[src/rtl/ycbcr_block_buffer_if.sv]
// Pixel-in / sample-out bundle between the colour converter, the block buffer and the DCT.
// The master side feeds pixels and accepts samples; the slave side is the buffer itself.
interface ycbcr_block_buffer_if #(
    parameter int COMP_W = 8
);
    logic                  enable;
    logic [3*COMP_W-1:0]   data_in;
    logic [3*COMP_W-1:0]   data_out;
    logic                  out_valid;
    logic                  out_ready;
    logic                  block_start;
    logic                  block_end;
    logic                  overflow;

    modport master (
        output enable, data_in, out_ready,
        input  data_out, out_valid, block_start, block_end, overflow
    );

    modport slave (
        input  enable, data_in, out_ready,
        output data_out, out_valid, block_start, block_end, overflow
    );
endinterface

[src/rtl/ycbcr_block_buffer.sv]
// Ping-pong 8x8 block buffer between the YCbCr converter and the DCT.
// Optional feature: define LEVEL_SHIFT_EN to emit each component as (x-128) in two's complement.
module ycbcr_block_buffer #(
    parameter int COMP_W    = 8,
    parameter int OUT_ORDER = 0
) (
    input  logic                   clk,
    input  logic                   rst_n,
    ycbcr_block_buffer_if.slave    bus
);
    localparam int DW = 3 * COMP_W;

    typedef enum logic {IDLE, STREAM} state_t;

    state_t          state;
    logic [DW-1:0]   bank [2][64];
    logic [1:0]      full;
    logic            wr_bank;
    logic            rd_bank;
    logic [5:0]      wr_idx;
    logic [5:0]      rd_idx;
    logic [5:0]      next_rd_idx;
    logic            write_ok;

    logic [DW-1:0]   data_out_q;
    logic            out_valid_q;
    logic            block_start_q;
    logic            block_end_q;
    logic            overflow_q;

    function automatic logic [5:0] addr_map(input logic [5:0] i);
        if (OUT_ORDER == 1)
            return {i[2:0], i[5:3]};
        else
            return i;
    endfunction

    // Storage stays unshifted; the shift is applied only on the way out.
    function automatic logic [DW-1:0] out_fmt(input logic [DW-1:0] x);
        logic [DW-1:0] y;
        y = x;
`ifdef LEVEL_SHIFT_EN
        for (int c = 0; c < 3; c++)
            y[c*COMP_W + COMP_W - 1] = ~x[c*COMP_W + COMP_W - 1];
`endif
        return y;
    endfunction

    assign write_ok    = bus.enable && !full[wr_bank];
    assign next_rd_idx = rd_idx + 6'd1;

    always_ff @(posedge clk) begin
        if (write_ok)
            bank[wr_bank][wr_idx] <= bus.data_in;
    end

    // A bank is only written while its full flag is clear and only cleared while it is set,
    // so the write-side set and the read-side clear never target the same bank on one edge.
    always_ff @(posedge clk or negedge rst_n) begin
        if (!rst_n) begin
            state         <= IDLE;
            full          <= 2'b00;
            wr_bank       <= 1'b0;
            rd_bank       <= 1'b0;
            wr_idx        <= 6'd0;
            rd_idx        <= 6'd0;
            data_out_q    <= '0;
            out_valid_q   <= 1'b0;
            block_start_q <= 1'b0;
            block_end_q   <= 1'b0;
            overflow_q    <= 1'b0;
        end else begin
            if (bus.enable) begin
                if (!full[wr_bank]) begin
                    wr_idx <= wr_idx + 6'd1;
                    if (wr_idx == 6'd63) begin
                        full[wr_bank] <= 1'b1;
                        wr_bank       <= ~wr_bank;
                    end
                end else begin
                    overflow_q <= 1'b1;
                end
            end

            case (state)
                IDLE: begin
                    if (full[rd_bank]) begin
                        data_out_q    <= out_fmt(bank[rd_bank][addr_map(6'd0)]);
                        out_valid_q   <= 1'b1;
                        block_start_q <= 1'b1;
                        block_end_q   <= 1'b0;
                        rd_idx        <= 6'd0;
                        state         <= STREAM;
                    end
                end
                STREAM: begin
                    if (out_valid_q && bus.out_ready) begin
                        if (rd_idx != 6'd63) begin
                            rd_idx        <= next_rd_idx;
                            data_out_q    <= out_fmt(bank[rd_bank][addr_map(next_rd_idx)]);
                            block_start_q <= 1'b0;
                            block_end_q   <= (next_rd_idx == 6'd63);
                        end else begin
                            full[rd_bank] <= 1'b0;
                            rd_bank       <= ~rd_bank;
                            rd_idx        <= 6'd0;
                            out_valid_q   <= 1'b0;
                            block_end_q   <= 1'b0;
                            state         <= IDLE;
                        end
                    end
                end
                default: state <= IDLE;
            endcase
        end
    end

    assign bus.data_out    = data_out_q;
    assign bus.out_valid   = out_valid_q;
    assign bus.block_start = block_start_q;
    assign bus.block_end   = block_end_q;
    assign bus.overflow    = overflow_q;
endmodule
[src/flat_wrapper.sv]
// flat-port wrapper written by rule: the top's interface ports become plain ports
module ycbcr_block_buffer_flat 
#(
    parameter int COMP_W    = 8,
    parameter int OUT_ORDER = 0
)
  (clk, rst_n, bus_enable, bus_data_in, bus_out_ready, bus_data_out, bus_out_valid, bus_block_start, bus_block_end, bus_overflow);
  ycbcr_block_buffer_if #(.COMP_W(COMP_W)) bus_i ();
  input  logic clk;
  input  logic rst_n;
  input wire logic [$bits(bus_i.enable)-1:0] bus_enable;
  input wire logic [$bits(bus_i.data_in)-1:0] bus_data_in;
  input wire logic [$bits(bus_i.out_ready)-1:0] bus_out_ready;
  output wire logic [$bits(bus_i.data_out)-1:0] bus_data_out;
  output wire logic [$bits(bus_i.out_valid)-1:0] bus_out_valid;
  output wire logic [$bits(bus_i.block_start)-1:0] bus_block_start;
  output wire logic [$bits(bus_i.block_end)-1:0] bus_block_end;
  output wire logic [$bits(bus_i.overflow)-1:0] bus_overflow;
  assign bus_i.enable = bus_enable;
  assign bus_i.data_in = bus_data_in;
  assign bus_i.out_ready = bus_out_ready;
  assign bus_data_out = bus_i.data_out;
  assign bus_out_valid = bus_i.out_valid;
  assign bus_block_start = bus_i.block_start;
  assign bus_block_end = bus_i.block_end;
  assign bus_overflow = bus_i.overflow;
  ycbcr_block_buffer #(.COMP_W(COMP_W), .OUT_ORDER(OUT_ORDER)) u_core (.clk(clk), .rst_n(rst_n), .bus(bus_i));
endmodule
[config.mk]
export PLATFORM = sky130hd
export DESIGN_NAME = ycbcr_block_buffer_flat
export DESIGN_NICKNAME = d
export VERILOG_FILES = /design/src/rtl/ycbcr_block_buffer_if.sv /design/src/rtl/ycbcr_block_buffer.sv /design/src/flat_wrapper.sv
export SDC_FILE = /design/constraint.sdc
export NUM_CORES = 2
export LEC_CHECK = 0
export ABC_CLOCK_PERIOD_IN_PS = 3800
export CORE_MARGIN = 1
export CORE_UTILIZATION = 59
export CTS_CLUSTER_DIAMETER = 40
export DETAILED_ROUTE_END_ITERATION = 10
export PLACE_DENSITY_LB_ADDON = 0.12
export SETUP_SLACK_MARGIN = 0.2
export SLEW_MARGIN = 10
export SYNTH_ARGS = -nofsm -noshare
export SYNTH_HDL_FRONTEND = slang
export SYNTH_SLANG_ARGS = --single-unit
[constraint.sdc]
create_clock -name clk -period 3.8 [get_ports clk]
set_clock_uncertainty 0.2 [all_clocks]
set_input_delay 0.76 -clock clk [delete_from_list [all_inputs] [get_ports clk]]
set_output_delay 0.76 -clock clk [all_outputs]
set_load 0.01 [all_outputs]
# [Word level (Yosys, flattened, before mapping)]
# Memory sizes are Yosys's and may differ from the RTL's.
# Cells that the tools add are included.
# W data, S select, Z words.
[totals] regBits=45 ram_bits=3072 out_inout_bits=28 word_cells=98 memories=1
[classes] n_addsub=2 magnitude_cmp=7 n_eq_ne=7 mux=47 bitwise=10 n_reduce_logical=13
[mem_list] memory="u_core.bank" words=2 word_bits=1536 rd=1 rd_ports_with_merged_regs=0 wr=1 line="ycbcr_block_buffer.sv:16" rtl="logic [DW-1:0] bank [2][64];"
[ops] operator="$mux W1536" count=1
[ops] operator="$bmux W24 S6" count=1
[ops] operator="$demux W24 S6" count=1
[ops] operator="$mux W24" count=6
[ops] operator="$pmux W24 S2" count=1
[ops] operator="$mux W6" count=6
[ops] operator="$mux W1" count=18
[ops] operator="$ge A7 B7 Y1 const B" count=2
[ops] operator="$not A6 Y7" count=2
[ops] operator="$add A6 B1 Y6 const B" count=2
[ops] operator="$eq A6 B6 Y1 const B" count=2
[ops] operator="$mux W2" count=6
[ops] operator="$pmux W6 S2" count=1
[ops] operator="$reduce_and A3 Y1" count=4
[ops] operator="$pmux W1 S2" count=4
[ops] operator="$lt A7 B1 Y1 const B" count=1
[ops] operator="$ne A2 B2 Y1 const B" count=3
[ops] operator="$ne A6 B6 Y1 const B" count=1
[ops] operator="$reduce_and A2 Y1" count=3
[ops] operator="$logic_and A1 B1 Y1" count=5
[ops] operator="$not A1 Y1" count=5
[ops] operator="$lt A1 B2 Y1 const B" count=2
[ops] operator="$and A2 B2 Y2" count=1
[ops] operator="$demux W1 S1" count=2
[ops] operator="other kinds (5)" count=6

# [Depth between registers and ports, before layout]
[depth] depth_word=12 ltp_mapped=13 mapped_depth_nobuf=8

# [Worst setup path before layout]
# Ideal clock, no wire load.
[synth_timing] path_type="reg2reg" start="reg u_core.rd_idx[0]" end="reg u_core.data_out_q[15] (netlist: u_core.bus.data_out[15])" setup_ps=120 t_arrival_ps=3142 setup_slack_ps=338 stages_incl_launch_ff=14 path_cell_list="dfrtp_1 > buf_2 > buf_2 > buf_2 > clkinv_1 > ha_1 > buf_2 > buf_1 > clkbuf_1 > clkbuf_1 > a311oi_1 > a211oi_1 > nor3_1 > a31o_2"
[synth_between] elab_chain_len=11
[synth_rtl] element="from (decl)" line="ycbcr_block_buffer.sv:21" rtl="logic [5:0] rd_idx;"
[synth_rtl] element="from (signal assigned)" line="ycbcr_block_buffer.sv:99" rtl="rd_idx <= next_rd_idx;"
[synth_rtl] element="$add A6 B1 Y6" line="ycbcr_block_buffer.sv:50" rtl="assign next_rd_idx = rd_idx + 6'd1;"
[synth_rtl] element="$mux W6" line="ycbcr_block_buffer.sv:98" rtl="if (rd_idx != 6'd63) begin"
[synth_rtl] element="$mux W6" line="ycbcr_block_buffer.sv:97" rtl="if (out_valid_q && bus.out_ready) begin"
[synth_rtl] element="$mux W6" line="ycbcr_block_buffer.sv:85" rtl="case (state)"
[synth_rtl] element="$not A6 Y7 (implied by the code)" line="ycbcr_block_buffer.sv:100" rtl="data_out_q <= out_fmt(bank[rd_bank][addr_map(next_rd_idx)]);"
[synth_rtl] element="$bmux W24 S6" line="ycbcr_block_buffer.sv:100"
[synth_rtl] element="$mux W24 (implied by the code) (2 in series)" line="ycbcr_block_buffer.sv:100"
[synth_rtl] element="$mux W24" line="ycbcr_block_buffer.sv:98"
[synth_rtl] element="$mux W24" line="ycbcr_block_buffer.sv:97"
[synth_rtl] element="$pmux W24 S2" line="ycbcr_block_buffer.sv:85"
[synth_rtl] element="to (signal assigned)" line="ycbcr_block_buffer.sv:88" rtl="data_out_q <= out_fmt(bank[rd_bank][addr_map(6'd0)]);"
[synth_rtl] element="to (signal assigned)" line="ycbcr_block_buffer.sv:100"
[synth_rtl] element="to (decl)" line="ycbcr_block_buffer.sv:25" rtl="logic [DW-1:0] data_out_q;"
# Parallel ways exist; a longest one is shown, timed or not. The select of a mux whose other input is x is not followed.
# A chain may end at the register's enable or synchronous reset.

# [Worst setup path in the final report]
[layout_timing] start="reg u_core.rd_idx[0]" end="reg u_core.data_out_q[19] (netlist: u_core.bus.data_out[19])"
# Same word-level chain as after synthesis.

==> reports/metrics.csv <==
stage;metric;value;unit
synthesis;synth-xor-area-share;0.001247;
synthesis;ys_ff_latch;3117;
global_routing;track_usage;0.3079;
place;gp_congestion;0.9668;
route;antenna_violating_nets_post_route;0;
cells_and_area;post-route-util;0.7083;
clocking;root_buffer;clkbuf_16;
synthesis;synth_cells;5059;
global_routing;grt_max_degree;129;
power_and_ir_drop;finalPower;0.1034;W
synthesis;synth_largest_area_cell;edfxtp_1;
synthesis;synth_mux_area_frac;0.1777;
route;via_per_inst;6.813;
synthesis;synthTopCellsByArea;edfxtp_1, mux4_2, dfrtp_1, nand2_1, buf_2;
sta;finalMaxSlewViolations;0;
route;drt_wl_total;310000;um
sta;fin_setup_tns;0;ns
sta;finalHoldViolCount;0;
synthesis;synth_top_family_by_area;multiplexers;
route;dr.pass1.iters;8;
floorplan;start_util;0.5958;
job;maxCapViolations;0;
setup_path;cp.arrival;4.42;ns
route;route.detailed.drc;0;
clocking;htreeDepth;5;
synthesis;ys.flop_type;edfxtp_1;
floorplan;rows;164;
place;dp_hpwl;173400;um
synthesis;avgSynthCellArea;23.61;um2
floorplan;die_h;451.9;um
synthesis;synth_cell_types;50;
route;initialDrtViolationCount;8466;
synthesis;synthAdderAreaFrac;0.0003143;
floorplan;die_x;451.9;um
clocking;cts_buffers;418;
global_routing;gr-total-overflow;0;
synthesis;ys_seq_area_frac;0.7818;
clocking;clock_path_buffers;4;
sta;max_slew_margin;0.1501;
synthesis;synthSimpleGateAreaFrac;0.01810;
sta;tightest_slew;1.264;ns
floorplan;ioPinCount;56;
sta;fin_crit_sh;0.9966;
setup_path;critPathMaxFanout;26;
route;wl_per_cell;35.77;um
worst_hold_path;hold_path_class;input port to register;
place;port_buffers;55;
place;place_inst;7874;
route;num_vias;59024;
synthesis;syn_nets;5090;
cells_and_area;layout-drive-gt1-share;0.3728;
setup_path;cp-start-kind;register;
setup_path;path_class;register to register;
power_and_ir_drop;leakage;44.42;nW
global_routing;grt_first_pass_wirelength;438600;um
clocking;path_clk_slew;0.06;ns
global_routing;grt_pass1_vias;59330;
synthesis;synth_edf_count;3072;
sta;finalSetupViolCount;0;
synthesis;async_flop_share;0.01444;
sta;grt_setup_unrepaired;true;
power_and_ir_drop;ir_worst_vdd;0.6904;mV
floorplan;die_area;0.2042;mm2
cells_and_area;final_common_cell;edfxtp_1;
synthesis;synth_area;0.1194;mm2
setup_path;critPathRequiredTime;4.43;ns
clocking;cts_tree;built;
setup_path;cp-end-kind;register;
synthesis;synth_compound_gate_area_share;0.01010;
cells_and_area;final_cell_mix;edfxtp_1, mux4_2, clkbuf_16, buf_4, nand2_1;
sta;min_period;3.787;ns
cells_and_area;syn2layout_area_growth;18.88;%
power_and_ir_drop;pwr_density_cell;728.2;mW/mm2
cells_and_area;num-nets-final;5696;
global_routing;antenna_found_initial;13;
synthesis;ys.warnings.count;0;
floorplan;core-area;0.2005;mm2
synthesis;synth_top_area_frac;0.7723;
clocking;clock-sinks;3117;
cells_and_area;finalNonFillerCells;8664;
status;status;finished clean;
sta;fmax;0.2640;GHz
clocking;clk_latency;0.98;ns
-- logic make-up (layout without fill, tap and decap cells) --
logic type | Yosys count | in the layout
DFF | 3117 | 3117
muxes | 963 | 963
and+or+nand+nor | 512 | 512
buffers and inverters | 286 | 1228
AOI/OAI and AO/OA | 161 | 161
xor gates and xnor gates | 17 | 17
adders and majority gates | 3 | 3
other | 0 | 7
-- what timing repair did --
item / CTS / global route
setup buffers: 6 / 12
hold buffers: 2 / 0
resized for setup: 16 / 22
endpoints found under the setup margin: 15 / 19
gates cloned: 3 / 4
pin swaps: 4 / 2
hold endpoints to repair: 29 / 0
-- critical path: stages, from the launching register on --
cell	delay [ns]
dfrtp_4	0.51
clkinv_1	0.17
ha_4	0.61
buf_4	0.51
mux4_2	0.46
nand2_1	0.11
nand4_1	0.57
a31o_2	0.47
-- where the power goes --
group	switching (W)	internal, W	total [W]
Clock	0.0152	0.0241	0.0393
Combinational	0.0147	0.0102	0.0249
Sequential	0.000582	0.0386	0.0392
-- final cells by class --
class | instances | area, um2
multi-input combinational | 1656 | 25510
sequential | 3117 | 93380
fill | 11381 | 58490
clock inverter | 288 | 3266
inverter | 3 | 11.26
antenna | 7 | 17.52
tap | 2656 | 3323
timing repair buffer | 469 | 5633
clock buffer | 468 | 10850
-- flip-flops by register name (all words and copies together), names as in the netlist --
| signal | cells |
|---|---|
| u_core.wr_bank | 1 |
| u_core.rd_idx | 6 |
| u_core.bus.out_valid | 1 |
| u_core.bank | 3072 |
| u_core.bus.block_start | 1 |
| u_core.bus.data_out | 24 |
| u_core.bus.block_end | 1 |
| u_core.wr_idx | 6 |
| u_core.full | 2 |
| u_core.rd_bank | 1 |
| u_core.state | 1 |
| u_core.bus.overflow | 1 |
-- cells in the mapped netlist (all sizes together), types with 2 or more instances --
master / number
a311oi: 24
and3: 21
clkbuf: 132
o22ai: 28
xnor2: 12
o21ai: 11
nand3: 39
xor2: 5
dfrtp: 45
o211ai: 2
mux4: 926
and2: 3
inv: 2
nand4: 20
nand2b: 2
a32oi: 3
a21oi: 3
o31ai: 18
edfxtp: 3072
a31o: 18
ha: 3
a22oi: 2
nor2: 143
a31oi: 9
mux2i: 35
nor3: 29
nor2b: 13
a211oi: 28
a2111oi: 2
mux2: 2
a221o: 5
o22a: 2
buf: 151
nand2: 240
-- path summary, 6_finish.rpt --
check	startpoint	endpoint	slack, ns	depth (start not counted)
setup / recovery	u_core.rd_idx[0]	u_core.bus.data_out[19]	0.01	7
hold / removal	bus_data_in[23]	u_core.bank[1][311]	0.14	1
setup reg to reg	u_core.rd_idx[0]	u_core.bus.data_out[19]	0.01	7
hold reg to reg	u_core.wr_idx[2]	u_core.wr_idx[2]	0.34	1
max in group asynchronous	rst_n	u_core.bus.data_out[19]	2.42	3
min in group asynchronous	rst_n	u_core.bus.data_out[20]	0.22	2
-- metrics by stage --
stage | hold WS [ns] | setup WS (ns) | cell area [um2]
6_report | 0.1352 | 0.01276 | 142000
3_3_place_gp | 0.3134 | -0.1014 | 127300
2_1_floorplan | 0.2644 | 0.3381 | 119400
5_1_grt | 0.1310 | 0.1137 | 142000
4_1_cts | 0.08428 | 0.2037 | 141600
3_5_place_dp | 0.3245 | -0.1401 | 127300
-- layer usage --
metal | part of all wire | GRT usage | up-vias
met2 | 0.48 | 0.4779 | 3636
met5 | 0.00087 | 0 | -
li1 | - | - | 23078
met1 | 0.39 | 0.4485 | 31835
met3 | 0.10 | 0.06200 | 465
met4 | 0.030 | 0.09926 | 10
No activity file was read; power rests on OpenSTA's default activity.
